===== src/rtl/uart_cpu_if_multi.sv =====
// uart_cpu_if_multi: 8-bit CPU register front-end for NCH UART channels.
// Each channel occupies 16 addresses starting at 16*c: data, status, divider
// low/high, interrupt enable and interrupt pending. Globals at 0x80..0x83
// hold the general outputs, the synchronised misc inputs, their sticky
// rising-edge flags and the per-channel interrupt summary.
// Optional feature: define UART_CPU_IF_MULTI_IRQ_EN to build the IE/IP
// registers, status edge history, the 0x83 summary and the irq output.
// Without it those registers read 0, ignore writes and irq is tied low.
module uart_cpu_if_multi #(
  parameter int NCH       = 4,
  parameter int DIV_W     = 16,
  parameter int DIV_RESET = 27
) (
  input  logic                   clk,
  input  logic                   reset,
  input  logic [7:0]             cpu_addr,
  input  logic [7:0]             cpu_data_in,
  input  logic                   rd,
  input  logic                   wr,
  output logic [7:0]             cpu_data_out,
  output logic [DIV_W*NCH-1:0]   uart_divider,
  output logic [NCH-1:0]         uart_tx_wr,
  output logic [NCH-1:0]         uart_rx_rd,
  output logic [7:0]             uart_tx_data,
  input  logic [8*NCH-1:0]       uart_rx_data,
  input  logic [6*NCH-1:0]       uart_status,
  input  logic [7:0]             misc_in,
  output logic [7:0]             misc_out,
  output logic                   irq
);

  localparam logic [7:0] ADDR_MISC_OUT  = 8'h80;
  localparam logic [7:0] ADDR_MISC_IN   = 8'h81;
  localparam logic [7:0] ADDR_MISC_EDGE = 8'h82;
  localparam logic [7:0] ADDR_IRQ_SUM   = 8'h83;

  localparam logic [3:0] OFF_DATA   = 4'd0;
  localparam logic [3:0] OFF_STAT   = 4'd1;
  localparam logic [3:0] OFF_DIV_LO = 4'd2;
  localparam logic [3:0] OFF_DIV_HI = 4'd3;
  localparam logic [3:0] OFF_IE     = 4'd4;
  localparam logic [3:0] OFF_IP     = 4'd5;

  localparam logic [DIV_W-1:0] DIV_INIT = DIV_W'(DIV_RESET);

  logic [3:0]       off;
  logic [NCH-1:0]   ch_sel;
  logic             wr_en;
  logic [DIV_W-1:0] div [NCH];
  logic [7:0]       rd_mux;
  logic [NCH-1:0]   irq_vec;

  // misc_in synchroniser stages plus one history flop for edge detection
  logic [7:0]       misc_p0, misc_p1, misc_p2, misc_hist;
  logic [7:0]       misc_edge;
  logic [7:0]       misc_edge_clr;

  // Return one byte of a divider; bits at or above DIV_W read as zero.
  function automatic logic [7:0] div_byte(input logic [DIV_W-1:0] d, input logic hi);
    logic [15:0] e;
    e = 16'(d);
    return hi ? e[15:8] : e[7:0];
  endfunction

  // Replace one byte of a divider, dropping bits that do not exist.
  function automatic logic [DIV_W-1:0] div_merge(input logic [DIV_W-1:0] d, input logic hi,
                                                 input logic [7:0] b);
    logic [15:0] e;
    e = 16'(d);
    if (hi) e[15:8] = b;
    else    e[7:0]  = b;
    return e[DIV_W-1:0];
  endfunction

  assign off   = cpu_addr[3:0];
  // A simultaneous read takes the bus cycle; the write is dropped.
  assign wr_en = wr & ~rd;

  genvar g;
  generate
    for (g = 0; g < NCH; g++) begin : g_ch
      // Channel indices only reach 7, so addresses 0x80 and up never select a channel.
      assign ch_sel[g] = (cpu_addr[7:4] == 4'(g));
      assign uart_divider[g*DIV_W +: DIV_W] = div[g];
    end
  endgenerate

  assign misc_edge_clr = (wr_en && cpu_addr == ADDR_MISC_EDGE) ? cpu_data_in : 8'h00;

`ifdef UART_CPU_IF_MULTI_IRQ_EN
  logic [1:0]     ie [NCH];
  logic [1:0]     ip [NCH];
  logic [1:0]     ip_next [NCH];
  logic [NCH-1:0] rx_hist, txf_hist;

  // Pending update: W1C clear first, then new edges OR in so a set wins.
  always_comb begin
    for (int c = 0; c < NCH; c++) begin
      ip_next[c] = ip[c];
      if (wr_en && ch_sel[c] && off == OFF_IP) ip_next[c] = ip[c] & ~cpu_data_in[1:0];
      ip_next[c][0] = ip_next[c][0] | (uart_status[c*6] & ~rx_hist[c]);
      ip_next[c][1] = ip_next[c][1] | (~uart_status[c*6+1] & txf_hist[c]);
      irq_vec[c] = |(ie[c] & ip[c]);
    end
  end

  // Interrupt state: enables, pending bits, status edge history and irq.
  always_ff @(posedge clk) begin
    if (reset) begin
      for (int c = 0; c < NCH; c++) begin
        ie[c] <= 2'b00;
        ip[c] <= 2'b00;
      end
      rx_hist  <= '0;
      txf_hist <= '0;
      irq      <= 1'b0;
    end else begin
      for (int c = 0; c < NCH; c++) begin
        if (wr_en && ch_sel[c] && off == OFF_IE) ie[c] <= cpu_data_in[1:0];
        ip[c]       <= ip_next[c];
        rx_hist[c]  <= uart_status[c*6];
        txf_hist[c] <= uart_status[c*6+1];
      end
      irq <= |irq_vec;
    end
  end
`else
  assign irq_vec = '0;
  assign irq     = 1'b0;
`endif

  // Read multiplexer over globals and the selected channel's registers.
  always_comb begin
    rd_mux = 8'h00;
    case (cpu_addr)
      ADDR_MISC_OUT:  rd_mux = misc_out;
      ADDR_MISC_IN:   rd_mux = misc_p2;
      ADDR_MISC_EDGE: rd_mux = misc_edge;
      ADDR_IRQ_SUM:   rd_mux = 8'(irq_vec);
      default:        ;
    endcase
    for (int c = 0; c < NCH; c++) begin
      if (ch_sel[c]) begin
        case (off)
          OFF_DATA:   rd_mux = uart_rx_data[c*8 +: 8];
          OFF_STAT:   rd_mux = {2'b00, uart_status[c*6 +: 6]};
          OFF_DIV_LO: rd_mux = div_byte(div[c], 1'b0);
          OFF_DIV_HI: rd_mux = div_byte(div[c], 1'b1);
`ifdef UART_CPU_IF_MULTI_IRQ_EN
          OFF_IE:     rd_mux = {6'b000000, ie[c]};
          OFF_IP:     rd_mux = {6'b000000, ip[c]};
`endif
          default:    ;
        endcase
      end
    end
  end

  // Bus access: registered read data, one-cycle strobes and register writes.
  always_ff @(posedge clk) begin
    if (reset) begin
      cpu_data_out <= 8'h00;
      uart_tx_data <= 8'h00;
      uart_tx_wr   <= '0;
      uart_rx_rd   <= '0;
      misc_out     <= 8'h00;
      for (int c = 0; c < NCH; c++) div[c] <= DIV_INIT;
    end else begin
      uart_tx_wr <= '0;
      uart_rx_rd <= '0;
      if (rd) begin
        cpu_data_out <= rd_mux;
        for (int c = 0; c < NCH; c++) begin
          if (ch_sel[c] && off == OFF_DATA) uart_rx_rd[c] <= 1'b1;
        end
      end else if (wr) begin
        if (cpu_addr == ADDR_MISC_OUT) misc_out <= cpu_data_in;
        for (int c = 0; c < NCH; c++) begin
          if (ch_sel[c]) begin
            case (off)
              OFF_DATA: begin
                uart_tx_data  <= cpu_data_in;
                uart_tx_wr[c] <= 1'b1;
              end
              OFF_DIV_LO: div[c] <= div_merge(div[c], 1'b0, cpu_data_in);
              OFF_DIV_HI: div[c] <= div_merge(div[c], 1'b1, cpu_data_in);
              default:    ;
            endcase
          end
        end
      end
    end
  end

  // misc_in three-flop synchroniser and sticky rising-edge flags (set wins over W1C).
  always_ff @(posedge clk) begin
    if (reset) begin
      misc_p0   <= 8'h00;
      misc_p1   <= 8'h00;
      misc_p2   <= 8'h00;
      misc_hist <= 8'h00;
      misc_edge <= 8'h00;
    end else begin
      misc_p0   <= misc_in;
      misc_p1   <= misc_p0;
      misc_p2   <= misc_p1;
      misc_hist <= misc_p2;
      misc_edge <= (misc_edge & ~misc_edge_clr) | (misc_p2 & ~misc_hist);
    end
  end

endmodule


===== config.mk =====
export PLATFORM = sky130hd
export DESIGN_NAME = uart_cpu_if_multi
export DESIGN_NICKNAME = d
export VERILOG_FILES = /design/src/rtl/uart_cpu_if_multi.sv
export SDC_FILE = /design/constraint.sdc
export NUM_CORES = 1
export LEC_CHECK = 0
export CORE_AREA = 2 2 124 126
export CTS_CLUSTER_SIZE = 40
export DETAILED_ROUTE_END_ITERATION = 10
export DIE_AREA = 0 0 126 128
export GPL_ROUTABILITY_DRIVEN = 0
export PLACE_DENSITY = 0.75
export SKIP_LAST_GASP = 1
export SLEW_MARGIN = 20
export SYNTH_ARGS = -nofsm -noshare
export SYNTH_HDL_FRONTEND = slang
export SYNTH_SLANG_ARGS = --single-unit

===== constraint.sdc =====
create_clock -name clk -period 2.72 [get_ports clk]
set_input_delay 0.544 -clock clk [delete_from_list [all_inputs] [get_ports clk]]
set_output_delay 0.544 -clock clk [all_outputs]
set_load 0.01 [all_outputs]

==> flow_results.xml <==
<?xml version="1.0" encoding="UTF-8"?>
<metrics>
  <group name="status">
    <metric name="status" unit="">finished clean</metric>
  </group>
  <group name="routing">
    <metric name="drt-vias-per-instance" unit="">5.73</metric>
    <metric name="drt-wirelength-per-cell" unit="microns">20.5</metric>
    <metric name="drt-total-wl" unit="microns">20500</metric>
    <metric name="detail_route.first_pass.iterations" unit="">6</metric>
    <metric name="drc" unit="">0</metric>
    <metric name="drt.antenna.violating_nets" unit="">0</metric>
    <metric name="vias" unit="">5743</metric>
    <metric name="drt_iter0_drc" unit="">772</metric>
  </group>
  <group name="logic_synthesis">
    <metric name="synthDistinctLibCells" unit="">53</metric>
    <metric name="ys_seq_area_share" unit="%">54.2</metric>
    <metric name="post_synth_inst_count" unit="">591</metric>
    <metric name="ys_async_sr_fraction" unit="%">0</metric>
    <metric name="ys_ff_latch" unit="">136</metric>
    <metric name="syn_area" unit="sq um">6210</metric>
    <metric name="synth_edf_count" unit="">64</metric>
    <metric name="post_synth.cell_area_avg" unit="sq um">10.5</metric>
    <metric name="synth_top_flop_cell" unit="">sky130_fd_sc_hd__dfxtp_1</metric>
    <metric name="postSynthNetCount" unit="">675</metric>
    <metric name="ys_warns" unit="">0</metric>
  </group>
  <group name="worst_setup_path">
    <metric name="timing.critical_path.from_type" unit="">input port</metric>
    <metric name="crit-reg2reg-capture" unit="">cpu_data_out[7]$_SDFFE_PP0P_</metric>
    <metric name="reg2reg_from" unit="">div[0][7]$_SDFFCE_PP0P_</metric>
    <metric name="cp-end-kind" unit="">flip-flop</metric>
    <metric name="worst-setup-path-type" unit="">input port to flip-flop</metric>
    <metric name="rrSetupSlack" unit="ns">1.15</metric>
    <metric name="cp_data_arrival_time" unit="ns">2.74</metric>
    <metric name="critical_path_maximum_fanout" unit="">10</metric>
    <metric name="worstPathRequired" unit="ns">3.03</metric>
    <metric name="reg2regPathDepth" unit="">5</metric>
  </group>
  <group name="final_layout">
    <metric name="post_route_cells_drive_above_1_share" unit="%">15.0</metric>
    <metric name="nNetsFinal" unit="">883</metric>
    <metric name="utilization" unit="%">60.9</metric>
    <metric name="layoutNonFillerInstCount" unit="">1002</metric>
    <metric name="layout-area-overhead-vs-synth" unit="%">45.9</metric>
  </group>
  <group name="grt">
    <metric name="grt_pass1_vias" unit="">5610</metric>
    <metric name="grt_start_max_net_pins" unit="">47</metric>
    <metric name="residual_overflow_from_global_routing" unit="">0</metric>
    <metric name="aggregate_global_route_resource_usage" unit="%">25.2</metric>
    <metric name="grt_first_pass_wirelength" unit="microns">30800</metric>
    <metric name="antenna_found_initial" unit="">2</metric>
  </group>
  <group name="min_path">
    <metric name="hold-path-cell-count" unit="">1</metric>
    <metric name="worst_min_path_start" unit="">misc_p0[7]$_SDFF_PP0_</metric>
    <metric name="worst_hold_path_type" unit="">flip-flop to flip-flop</metric>
    <metric name="timing.hold.worst_endpoint" unit="">misc_p1[7]$_SDFF_PP0_</metric>
  </group>
  <group name="clocking">
    <metric name="gates_resized_cts_repair" unit="">0</metric>
    <metric name="tritoncts" unit="">built</metric>
    <metric name="post_cts.repair.setup_buffers" unit="">0</metric>
    <metric name="clock_tree.buffer_depth" unit="">2</metric>
    <metric name="cts-buffers-inserted" unit="">17</metric>
    <metric name="cts_htree_levels" unit="">4</metric>
    <metric name="clk_pin_slew" unit="ns">0.06</metric>
    <metric name="cts_root_buf" unit="">sky130_fd_sc_hd__clkbuf_16</metric>
    <metric name="clock_sinks" unit="">136</metric>
    <metric name="ctsHoldBuffers" unit="">0</metric>
    <metric name="clk-insertion-delay-late" unit="ns">0.42</metric>
  </group>
  <group name="timing">
    <metric name="layout_worst_path_cycle_share" unit="%">89.6</metric>
    <metric name="fin_hold_ws" unit="ns">0.434</metric>
    <metric name="period_minus_slack" unit="ns">2.44</metric>
    <metric name="hold_violations" unit="">0</metric>
    <metric name="finalMaxSlewViolations" unit="">0</metric>
    <metric name="setup_viol_count_final" unit="">0</metric>
    <metric name="worst-slew-pin-transition" unit="ns">0.571</metric>
    <metric name="rsz_0062_raised_after_global_routing" unit="">false</metric>
    <metric name="timing.slew.headroom" unit="%">61.8</metric>
    <metric name="clock.fmax" unit="MHz">410</metric>
    <metric name="timing.clock.skew" unit="ns">0.00675</metric>
  </group>
  <group name="placed_design">
    <metric name="number_of_placed_instances_taps_included" unit="">968</metric>
    <metric name="post-dp-hpwl" unit="microns">15300</metric>
    <metric name="numPortBuffers" unit="">179</metric>
  </group>
  <group name="die">
    <metric name="die-area" unit="sq um">16100</metric>
    <metric name="dieHeight" unit="microns">128</metric>
    <metric name="die_width" unit="microns">126</metric>
    <metric name="io-pin-count" unit="">181</metric>
    <metric name="initial_cell_density_of_the_core" unit="%">41.8</metric>
    <metric name="placeableCoreArea" unit="sq um">14900</metric>
    <metric name="core.rowCount" unit="">45</metric>
  </group>
  <group name="power_and_ir_drop">
    <metric name="vdd.ir_drop.worst" unit="mV">0.410</metric>
    <metric name="power.leakage" unit="nW">3.33</metric>
    <metric name="power_density" unit="nW/um^2">572</metric>
  </group>
  <group name="job">
    <metric name="max_cap_viol_count" unit="">0</metric>
  </group>
</metrics>
-- registers in the layout (all words and copies together), names as in the netlist --
signal        count
uart_tx_wr        4
uart_rx_rd        4
misc_edge         8
cpu_data_out      8
misc_p0           8
uart_tx_data      8
div              64
misc_p1           8
misc_hist         8
misc_p2           8
misc_out          8
-- power by group --
group	internal [W]	switching, W	total (W)
clock	0.00147	0.000851	0.00232
sequential	0.00221	0.0000430	0.00226
combinational	0.000318	0.000292	0.000610
total	0.00400	0.00119	0.00518
-- synthesized netlist by cell type, types with 5 or more instances --
| library cell | number | area (sq um) |
|---|---|---|
| sky130_fd_sc_hd__nand2_1 | 46 | 173 |
| sky130_fd_sc_hd__a2bb2oi_1 | 17 | 149 |
| sky130_fd_sc_hd__nor2_2 | 5 | 31.3 |
| sky130_fd_sc_hd__nor3_1 | 20 | 100 |
| sky130_fd_sc_hd__nor2b_1 | 34 | 213 |
| sky130_fd_sc_hd__nor2_1 | 44 | 165 |
| sky130_fd_sc_hd__clkbuf_1 | 27 | 101 |
| sky130_fd_sc_hd__nor4_1 | 10 | 62.6 |
| sky130_fd_sc_hd__nand2b_1 | 16 | 100 |
| sky130_fd_sc_hd__dfxtp_1 | 72 | 1440 |
| sky130_fd_sc_hd__mux4_2 | 7 | 158 |
| sky130_fd_sc_hd__buf_2 | 13 | 65.1 |
| sky130_fd_sc_hd__mux2i_1 | 25 | 250 |
| sky130_fd_sc_hd__a21oi_1 | 35 | 175 |
| sky130_fd_sc_hd__edfxtp_1 | 64 | 1920 |
| sky130_fd_sc_hd__mux2_2 | 12 | 135 |
| sky130_fd_sc_hd__nand3_1 | 12 | 60.1 |
| sky130_fd_sc_hd__inv_1 | 9 | 33.8 |
| sky130_fd_sc_hd__o21ai_0 | 32 | 160 |
| sky130_fd_sc_hd__nand4_1 | 6 | 37.5 |
| sky130_fd_sc_hd__and3_1 | 7 | 43.8 |
| sky130_fd_sc_hd__o221ai_1 | 12 | 105 |
| sky130_fd_sc_hd__a22oi_1 | 10 | 75.1 |
-- stage by stage --
| stage | TNS (ns) | instance area, sq um | total power, W | setup slack, ns |
|---|---|---|---|---|
| after floorplan | 0 | 6210 | 0.00254 | 0.0676 |
| after global placement | 0 | 8440 | 0.00289 | 0.00106 |
| after detailed placement | -1.24 | 8440 | 0.00290 | -0.0605 |
| after CTS | 0 | 9050 | 0.00519 | 0.382 |
| after global routing | 0 | 9050 | 0.00533 | 0.209 |
| final | 0 | 9060 | 0.00518 | 0.282 |
-- logic make-up after synthesis --
| group | share of synthesized area (%) |
|---|---|
| DFF | 54.2 |
| buffers and inverters | 4.31 |
| and+or+nand+nor | 19.1 |
| other | 0.0604 |
| AOI/OAI and AO/OA | 13.6 |
| muxes | 8.75 |
-- placed cells by master, fill, tap and decap left out, types with 25 or more instances in the layout --
master / count
sky130_fd_sc_hd__nand2_1: 46
sky130_fd_sc_hd__edfxtp_1: 64
sky130_fd_sc_hd__clkdlybuf4s50_1: 176
sky130_fd_sc_hd__nor2b_1: 34
sky130_fd_sc_hd__dfxtp_1: 72
sky130_fd_sc_hd__mux2i_1: 25
sky130_fd_sc_hd__a21oi_1: 35
sky130_fd_sc_hd__buf_4: 56
sky130_fd_sc_hd__o21ai_0: 31
sky130_fd_sc_hd__nor2_1: 44
-- worst max-delay path, cell delays in order --
cell	delay (ns)
sky130_fd_sc_hd__clkdlybuf4s50_1	0.56
sky130_fd_sc_hd__buf_4	0.19
sky130_fd_sc_hd__nand4bb_1	0.26
sky130_fd_sc_hd__nand2b_1	0.31
sky130_fd_sc_hd__o31ai_1	0.42
sky130_fd_sc_hd__buf_4	0.19
sky130_fd_sc_hd__a2bb2oi_1	0.16
sky130_fd_sc_hd__o21ai_0	0.09
-- how the worst max path moves through the flow --
stage	depth (start not counted)	startpoint	endpoint	slack, ns
final	8	cpu_addr[4]	cpu_data_out[3]$_SDFFE_PP0P_	0.28
after global routing	7	cpu_addr[5]	cpu_data_out[1]$_SDFFE_PP0P_	0.21
after CTS	7	cpu_addr[5]	cpu_data_out[2]$_SDFFE_PP0P_	0.38
after detailed placement	7	cpu_addr[5]	cpu_data_out[2]$_SDFFE_PP0P_	-0.06
after global placement	7	cpu_addr[4]	cpu_data_out[3]$_SDFFE_PP0P_	0.001
after floorplan	6	cpu_addr[2]	div[3][0]$_SDFFCE_PN1P_	0.07
-- metal layers --
metal  share of wire (%)  global-route usage [%]
met1                  38                    30.0
met2                  48                    42.4
met3                 9.7                    6.68
met4                 4.2                    12.4
met5                   0                       0
-- layout make-up --
type / instances / area [sq um]
fill: 1235 / 5810
tap: 188 / 235
clock buffer: 23 / 532
sequential: 136 / 3360
timing repair buffer: 236 / 2220
antenna: 2 / 5.00
clock inverter: 9 / 82.6
multi-input combinational: 396 / 2580
inverter: 12 / 45.0
Power figures use the tool's default switching activity.
